## config.mk

```make
export PLATFORM = sky130hd
export DESIGN_NAME = mem_req_responder
export DESIGN_NICKNAME = d
export VERILOG_FILES = /design/src/rtl/CorePack.sv /design/src/rtl/mem_req_responder.sv
export SDC_FILE = /design/constraint.sdc
export NUM_CORES = 1
export LEC_CHECK = 0
export ABC_AREA = 1
export CAP_MARGIN = 10
export CELL_PAD_IN_SITES_DETAIL_PLACEMENT = 1
export CELL_PAD_IN_SITES_GLOBAL_PLACEMENT = 2
export CORE_UTILIZATION = 27
export DETAILED_ROUTE_END_ITERATION = 7
export PLACE_DENSITY = 0.85
export RECOVER_POWER = 50
export SLEW_MARGIN = 5
export SYNTH_ARGS = -nofsm -noshare
export SYNTH_HDL_FRONTEND = slang
export SYNTH_SLANG_ARGS = --single-unit
```

## constraint.sdc

```tcl
create_clock -name clk -period 2.5 [get_ports clk]
set_input_delay 0.5 -clock clk [delete_from_list [all_inputs] [get_ports clk]]
set_output_delay 0.5 -clock clk [all_outputs]
set_load 0.05 [all_outputs]
```

## src/rtl/CorePack.sv

```systemverilog
// Shared core definitions: memory operation encoding from the decoder.
package CorePack;

  typedef enum logic [2:0] {
    MEM_NO = 3'd0,
    MEM_B  = 3'd1,
    MEM_H  = 3'd2,
    MEM_W  = 3'd3,
    MEM_D  = 3'd4,
    MEM_UB = 3'd5,
    MEM_UH = 3'd6,
    MEM_UW = 3'd7
  } mem_op_enum;

endpackage

```

## src/rtl/mem_req_responder.sv

```systemverilog
// Memory-side responder for the core load/store port. Executes one request
// at a time against a synchronous single-port 64-bit RAM, splitting
// doubleword-crossing accesses into two beats and returning extended load
// data through a valid/ready response channel.
module mem_req_responder #(
  parameter int unsigned ADDR_W = 10
) (
  input  logic                    clk,
  input  logic                    rstn,
  input  logic                    req_valid,
  output logic                    req_ready,
  input  logic                    req_we,
  input  CorePack::mem_op_enum    req_op,
  input  logic [63:0]             req_addr,
  input  logic [63:0]             req_wdata,
  output logic                    resp_valid,
  input  logic                    resp_ready,
  output logic [63:0]             resp_rdata,
  output logic                    resp_err,
  output logic                    ram_en,
  output logic                    ram_we,
  output logic [ADDR_W-1:0]       ram_addr,
  output logic [7:0]              ram_wmask,
  output logic [63:0]             ram_wdata,
  input  logic [63:0]             ram_rdata
);

  import CorePack::*;

  localparam logic [1:0] S_IDLE  = 2'd0;
  localparam logic [1:0] S_BEAT0 = 2'd1;
  localparam logic [1:0] S_BEAT1 = 2'd2;
  localparam logic [1:0] S_RESP  = 2'd3;

  function automatic logic [3:0] op_size(input mem_op_enum op);
    case (op)
      MEM_B, MEM_UB: op_size = 4'd1;
      MEM_H, MEM_UH: op_size = 4'd2;
      MEM_W, MEM_UW: op_size = 4'd4;
      MEM_D:         op_size = 4'd8;
      default:       op_size = 4'd0;
    endcase
  endfunction

  logic [1:0]        state;
  logic              r_we;
  mem_op_enum        r_op;
  logic [2:0]        r_off;
  logic [ADDR_W-1:0] r_dw0;
  logic [63:0]       r_wdata;
  logic              r_cross;
  logic              r_err;
  logic [63:0]       beat0_q;

  // Incoming request decode, evaluated at the request handshake
  logic [2:0]        in_off;
  logic [ADDR_W-1:0] in_dw0;
  logic [3:0]        in_size;
  logic              in_cross;
  logic              in_err;

  assign in_off   = req_addr[2:0];
  assign in_dw0   = req_addr[ADDR_W+2:3];
  assign in_size  = op_size(req_op);
  assign in_cross = ({1'b0, in_off} + in_size) > 4'd8;
  assign in_err   = (req_addr[63:ADDR_W+3] != '0) || (in_cross && (in_dw0 == '1));

  // Store alignment: data and byte mask spread over two doublewords
  logic [3:0]   r_size;
  logic [63:0]  wdata_trunc;
  logic [7:0]   size_mask;
  logic [127:0] st_word;
  logic [15:0]  st_mask;

  assign r_size = op_size(r_op);

  // Truncate store data and build the unshifted byte mask for the access size
  always_comb begin
    wdata_trunc = '0;
    size_mask   = '0;
    case (r_size)
      4'd1: begin wdata_trunc = {56'd0, r_wdata[7:0]};  size_mask = 8'h01; end
      4'd2: begin wdata_trunc = {48'd0, r_wdata[15:0]}; size_mask = 8'h03; end
      4'd4: begin wdata_trunc = {32'd0, r_wdata[31:0]}; size_mask = 8'h0F; end
      4'd8: begin wdata_trunc = r_wdata;                size_mask = 8'hFF; end
      default: ;
    endcase
  end

  assign st_word = {64'd0, wdata_trunc} << {r_off, 3'b000};
  assign st_mask = {8'd0, size_mask} << r_off;

  // Load assembly: for a crossing load beat0 was captured in BEAT1 and the
  // live RAM output is beat1; otherwise the live RAM output is beat0.
  logic [63:0] lo_beat;
  logic [63:0] hi_beat;
  logic [63:0] ld_word;
  logic [63:0] ld_result;

  assign lo_beat = r_cross ? beat0_q   : ram_rdata;
  assign hi_beat = r_cross ? ram_rdata : '0;
  assign ld_word = 64'({hi_beat, lo_beat} >> {r_off, 3'b000});

  // Truncate and extend the shifted load word; stores and errors return 0
  always_comb begin
    ld_result = '0;
    case (r_op)
      MEM_B:  ld_result = {{56{ld_word[7]}},  ld_word[7:0]};
      MEM_H:  ld_result = {{48{ld_word[15]}}, ld_word[15:0]};
      MEM_W:  ld_result = {{32{ld_word[31]}}, ld_word[31:0]};
      MEM_D:  ld_result = ld_word;
      MEM_UB: ld_result = {56'd0, ld_word[7:0]};
      MEM_UH: ld_result = {48'd0, ld_word[15:0]};
      MEM_UW: ld_result = {32'd0, ld_word[31:0]};
      default: ;
    endcase
    if (r_err || r_we) ld_result = '0;
  end

  // RAM port drive; all write-side outputs stay 0 unless a beat is active
  always_comb begin
    ram_en    = 1'b0;
    ram_we    = 1'b0;
    ram_addr  = '0;
    ram_wmask = '0;
    ram_wdata = '0;
    case (state)
      S_BEAT0: begin
        if (r_op != MEM_NO && !r_err) begin
          ram_en   = 1'b1;
          ram_we   = r_we;
          ram_addr = r_dw0;
          if (r_we) begin
            ram_wmask = st_mask[7:0];
            ram_wdata = st_word[63:0];
          end
        end
      end
      S_BEAT1: begin
        ram_en   = 1'b1;
        ram_we   = r_we;
        ram_addr = r_dw0 + 1'b1;
        if (r_we) begin
          ram_wmask = st_mask[15:8];
          ram_wdata = st_word[127:64];
        end
      end
      default: ;
    endcase
  end

  // Request capture, beat sequencing and response hold
  always_ff @(posedge clk) begin
    if (!rstn) begin
      state      <= S_IDLE;
      req_ready  <= 1'b0;
      resp_valid <= 1'b0;
      resp_err   <= 1'b0;
      resp_rdata <= '0;
      r_we       <= 1'b0;
      r_op       <= MEM_NO;
      r_off      <= '0;
      r_dw0      <= '0;
      r_wdata    <= '0;
      r_cross    <= 1'b0;
      r_err      <= 1'b0;
      beat0_q    <= '0;
    end else begin
      case (state)
        S_IDLE: begin
          if (req_valid && req_ready) begin
            r_we      <= req_we;
            r_op      <= req_op;
            r_off     <= in_off;
            r_dw0     <= in_dw0;
            r_wdata   <= req_wdata;
            r_cross   <= in_cross;
            r_err     <= in_err;
            req_ready <= 1'b0;
            state     <= S_BEAT0;
          end else begin
            req_ready <= 1'b1;
          end
        end
        S_BEAT0: state <= (r_cross && !r_err) ? S_BEAT1 : S_RESP;
        S_BEAT1: begin
          beat0_q <= ram_rdata;
          state   <= S_RESP;
        end
        S_RESP: begin
          if (!resp_valid) begin
            resp_valid <= 1'b1;
            resp_rdata <= ld_result;
            resp_err   <= r_err;
          end else if (resp_ready) begin
            resp_valid <= 1'b0;
            resp_rdata <= '0;
            resp_err   <= 1'b0;
            req_ready  <= 1'b1;
            state      <= S_IDLE;
          end
        end
        default: state <= S_IDLE;
      endcase
    end
  end

endmodule

```

Word-level counts from Yosys, hierarchy flattened --
Index checks and enable logic that the tools add are counted.
Operators by class: reduce and logical (&&, ||, !) cells 21, bitwise logic cells 0, add/sub/neg operators 2, order comparisons 1, eq/ne operators 26, shift-type cells 3, multiply operators 0, div/mod/pow operators 0, muxes and demuxes 37
Operators by type and width (count):
- $mux 64 | 8
- $pmux 64 s7 | 1
- $pmux 64 s4 | 1
- $pmux 64 s2 | 1
- $shl 64x6->128 | 1
- $shr 128x6->64 | 1
- $reduce_bool 51->1 | 1
- $pmux 4 s4 | 2
- $pmux 8 s4 | 1
- $eq 3x3->1 const B | 8
- $mux 8 | 3
- $pmux 10 s2 | 1
- $pmux 8 s2 | 1
- $shl 8x3->16 | 1
- $eq 3x2->1 const B | 4
- $reduce_or 2->1 | 6
- $add 10x1->10 const B | 1
- $eq 10x10->1 const B | 1
- $mux 1 | 10
- $mux 10 | 1
- $pmux 2 s4 | 1
- $eq 3x1->1 const B | 2
- $mux 2 | 3
- $ne 2x2->1 const B | 3
- other kinds (18) | 27
Storage, ports and cells: memory bits (read-only) 0, bits of input ports 200, memories kept 0, register bits 216, bits in writable memories 0, output and inout bits 151, latch bits 0

Depth between registers and ports, before layout --
word-level depth 9, depth in mapped cells 14, depth with buffers taken out 14

Worst setup path before layout --
No wires, ideal clock.
kind register to output, from reg r_op[0], to out ram_wdata[36], cell stages (with the launch flop) 11, required time 2.000 ns, data arrival time 2.507 ns, path buffers 1, path slack -0.507 ns, cells stage by stage dfxtp_1 > inv_1 > ha_1 > nor2_4 > nand2_4 > clkinv_2 > buf_6 > o211ai_1 > o21ai_1 > nand2_1 > a31oi_1
Between the ends: word-level cells in the longest chain between the ends 9, elaborated cells between the ends (all ways) 23, those cells by class eq/ne: 11; shift: 1; mux: 6; reduce/logical: 5
Ends and longest elaborated chain:
- start: declaration | line mem_req_responder.sv:47 | mem_op_enum r_op;
- start signal: assignment | line mem_req_responder.sv:173 | r_op <= req_op;
- $eq 3x3->1, or another cell as far along | line mem_req_responder.sv:36 | case (op)
- $reduce_or 2->1 | line mem_req_responder.sv:36
- $pmux 4 s4 | line mem_req_responder.sv:36
- $eq 4x4->1, or another cell as far along | line mem_req_responder.sv:81 | case (r_size)
- $pmux 64 s4 | line mem_req_responder.sv:81
- $shl 64x6->128 | line mem_req_responder.sv:90 | assign st_word = {64'd0, wdata_trunc} << {r_off, 3'b000};
- $mux 64 | line mem_req_responder.sv:133 | if (r_we) begin
- $mux 64 | line mem_req_responder.sv:129 | if (r_op != MEM_NO && !r_err) begin
- $pmux 64 s2 (*) | line mem_req_responder.sv:127 | case (state)
- end: declaration | line mem_req_responder.sv:24 | output logic [63:0] ram_wdata,
Every way passes the cells marked *; elsewhere a longest branch is shown, timed or not.

Worst setup path after layout --
from reg r_op[0], to out ram_wdata[53]
The elaborated chain is that of the path after synthesis.

==> summary.md <==
| Metric | Value |
|---|---|
| Die Ht | `approximately 250 um` |
| Io pins | `between 300 and 400` |
| Yosys top cell area share | `between 20% and 30%` |
| Setup tns final | `-52.82 ns` |
| Top cell type by total area after synthesis | `dfxtp_1` |
| Fin util | `between 40% and 50%` |
| Rel. slew slack | `23.6%` |
| CTS tree | `built` |
| Synth Area in XOR/XNOR | `0.107%` |
| Filler instances | `7356` |
| Adder-cell area share of the yosys netlist | `1.27%` |
| First-pass GRT wire length | `around 140000 um` |
| Clk buf depth | `3` |
| Critical Path Start Type | `flip-flop` |
| Status | `finished, violations left` |
| Async SR Flop Fraction | `0%` |
| EDFF count, synth | `0` |
| Crit share post-route | `130%` |
| TritonCTS Buffers | `28` |
| Syn. warnings | `0` |
| Worst skew pair latency | `~0.58 ns` |
| Die width | `about 250 um` |
| Hold depth | `2` |
| Crit. End Element | `output pin` |
| Layout net count | `3350` |
| ANT nets after route | `0` |
| Final Setup Violations | `between 100 and 150` |
| Core area | `between 50000 and 60000 um^2` |
| Final Max Slew Viols | `0` |
| Switching Share | `48.5%` |
| Minimum clock period after layout | `roughly 3.2 ns` |
| Syn Std Cell Area | `16400 um^2` |
| Final worst slack | `-0.746 ns` |
| Clock root buffer | `clkbuf_16` |
| Initial antenna violation count | `3` |
| Fin Clk Skew | `between 0.015 and 0.02 ns` |
| Flop pwr share | `23.1%` |
| Req. time, crit path | `~2.0 ns` |
| Syn Area/Cell | `6.01 um^2` |
| Placed cell count | `approximately 3800` |
| Main combinational cell family by area after synthesis | `simple AND/OR/NAND/NOR gates` |
| Iter 0 DRT Violations | `1999` |
| Final std cells w/o fill | `just under 4000` |
| Failing checks | `negative setup slack` |
| Row Count | `between 80 and 90` |
| #FFs+latches synth | `between 200 and 250` |
| Max FO, Critical Path | `6` |
| Reg2reg path depth | `6` |
| Setup WS pre-CTS | `-0.606 ns` |
| Share of cells above drive strength 1 | `25.3%` |
| Cells after Synth | `2727` |
| Maxcap violations | `0` |
| Ant diodes | `0` |
| Highest Clock Rate | `between 300 and 400 MHz` |
| Clock sinks | `~220` |
| Multiplexer area fraction after synthesis | `0%` |
| Unrepaired setup endpoints after global routing | `yes` |
| Area Growth Syn to Fin | `61.5%` |
| Synth Flop Type | `dfxtp_1` |
| DRC | `0` |
| # port buffers | `between 300 and 400` |
| Top cells by area, synth | `dfxtp_1 26%, nand2_1 16%, nand3_1 14%` |
| Vias per cell | `between 5 and 6` |
| LEAKAGE | `approximately 10 nW` |
| Vias in the first global route | `around 22000` |
| GP Congestion | `roughly 1.0` |
| Critical Path AT | `roughly 2.8 ns` |
| Post-synthesis compound-gate area fraction | `a little over a fifth` |
| Post-Route WL | `approximately 98000 um` |
| Seq/Total Area, Yosys | `26.4%` |
| Total track usage | `30.3%` |
| Die ar. | `just over 60000 um^2` |
| Sw power | `about 0.0097 W` |
| Reg clk slew, reported paths | `around 0.060 ns` |
| Comb pwr share | `between 50% and 60%` |
| GRT overflow | `0` |
| Synth cell types | `45` |
| Hold/Removal Path Class | `reg2reg` |
| Worst vdd ir | `554 uV` |
| H-tree levels | `1` |
| Drt first pass iters | `5` |
| Syn nets | `about 2900` |
| Hold Vio Cnt, Final | `0` |
| DR vias | `around 22000` |
| Pwr/cell area | `about 760 nW/um^2` |
| Largest net degree at the start of global routing | `~100` |
| Measured slew at the worst slew-check pin | `roughly 1.1 ns` |
| Internal | `0.0103 W` |
| Simple-gate area share of the yosys netlist | `just under 40%` |
| CTS Hold Buffers Added | `0` |
| Setup CP Type | `reg2out` |
| Initial Utilization | `between 20% and 30%` |
| Clock power share | `between 20% and 30%` |
| Drt wl/cell | `~25 um` |
| Dpl hpwl | `between 70000 and 80000 um` |
[cell families (layout without fill, tap and decap cells)]
logic type / count (synthesis) / in the layout
AOI/OAI and AO/OA: 645 / 645
xor gates and xnor gates: 2 / 2
adders and majority gates: 16 / 16
buffers and inverters: 396 / 824
DFF: 216 / 216
and+or+nand+nor: 1452 / 1452
[per-layer routing]
layer	GRT usage (%)	wire, um
met5	0	20
met2	49.2	44900
met3	3.43	5960
met4	8.94	3190
met1	41.9	43500
[flip-flops by register name, summed over array words and instances (netlist names), 2 cells and up]
register	cells
resp_rdata	64
r_op	3
state	2
beat0_q	64
r_wdata	64
r_dw0	10
r_off	3
[worst paths after layout]
kind	startpoint	end	slack (ns)
worst min-delay path	resp_rdata[32]$_SDFFE_PN0P_	resp_rdata[32]$_SDFFE_PN0P_	0.47
worst max register to register	state[1]$_SDFFE_PN0P_	beat0_q[2]$_SDFFE_PN0N_	-0.14
worst min register to register	resp_rdata[32]$_SDFFE_PN0P_	resp_rdata[32]$_SDFFE_PN0P_	0.47
worst max-delay path	r_op[0]$_SDFFE_PN0P_	ram_wdata[53]	-0.75
[cells in the final DEF, fill, tap and decap left out, types with 59 or more instances in the layout]
cell type and n:
buf_4 163, nand2_2 59, o21ai_0 197, o211ai_1 62
dfxtp_1 205, nand3_1 402, nand2_1 628, a21oi_1 199
inv_1 131, clkdlybuf4s50_1 264, buf_12 115, nor2_1 149
[worst max-delay path, stage by stage (launching register included)]
cell and delay (ns):
dfxtp_4 0.36, inv_4 0.07, ha_4 0.14, nand2_4 0.06
nor2_4 0.17, nand2_4 0.13, buf_12 0.16, nor2_4 0.10
inv_4 0.07, nor2_8 0.18, nand2_8 0.12, inv_6 0.09
nand2_1 0.08, a31oi_4 0.26, buf_12 0.17
[what timing repair did]
item | CTS | global route
buffers inserted | 26 | 20
resized for setup | 243 | 196
cloned | 2 | 5
endpoints found under the setup margin | 84 | 85
pin swaps | 84 | 112
[power groups by stage]
stage / Sequential (W) / Combinational, W / Clock (W)
finish: 0.00464 / 0.0107 / 0.00467
global route: 0.00470 / 0.0114 / 0.00485
CTS: 0.00459 / 0.0102 / 0.00471
detailed placement: 0.00464 / 0.00956 / 0
global placement: 0.00460 / 0.00942 / 0
floorplan: 0.00453 / 0.00569 / 0
[through the flow]
| step | hold WS, ns | cell area (um^2) | power [W] |
|---|---|---|---|
| after floorplan | 0.430 | 17300 | 0.0102 |
| after detailed placement | 0.453 | 23400 | 0.0142 |
| after global placement | 0.447 | 23400 | 0.0140 |
| after global routing | 0.488 | 26500 | 0.0210 |
| final | 0.468 | 26500 | 0.0200 |
| after CTS | 0.466 | 25600 | 0.0195 |
[layout make-up]
type | count | area, um^2 | share of cell area (%)
Tap cell | 773 | 967 | 3.65
Sequential cell | 216 | 4360 | 16.4
Clock inverter | 12 | 199 | 0.751
Timing Repair inverter | 1 | 11.3 | 0.0425
Timing Repair Buffer | 596 | 6810 | 25.7
Clock buffer | 39 | 845 | 3.19
Inverter | 176 | 717 | 2.71
Multi-Input combinational cell | 2115 | 12600 | 47.5
[Yosys cell counts, types with 14 or more instances]
| master | instances |
|---|---|
| buf_6 | 18 |
| clkbuf_1 | 87 |
| o21ai_0 | 227 |
| o211ai_1 | 62 |
| o21ai_1 | 43 |
| nor2_2 | 16 |
| a31oi_1 | 35 |
| inv_2 | 17 |
| buf_2 | 74 |
| nand4_1 | 37 |
| inv_1 | 155 |
| dfxtp_1 | 216 |
| nand3_1 | 463 |
| nand2_1 | 699 |
| nor2_1 | 173 |
| a21oi_1 | 247 |
| buf_4 | 31 |
| ha_1 | 15 |
| o211ai_2 | 14 |
Power figures use the tool's default switching activity.
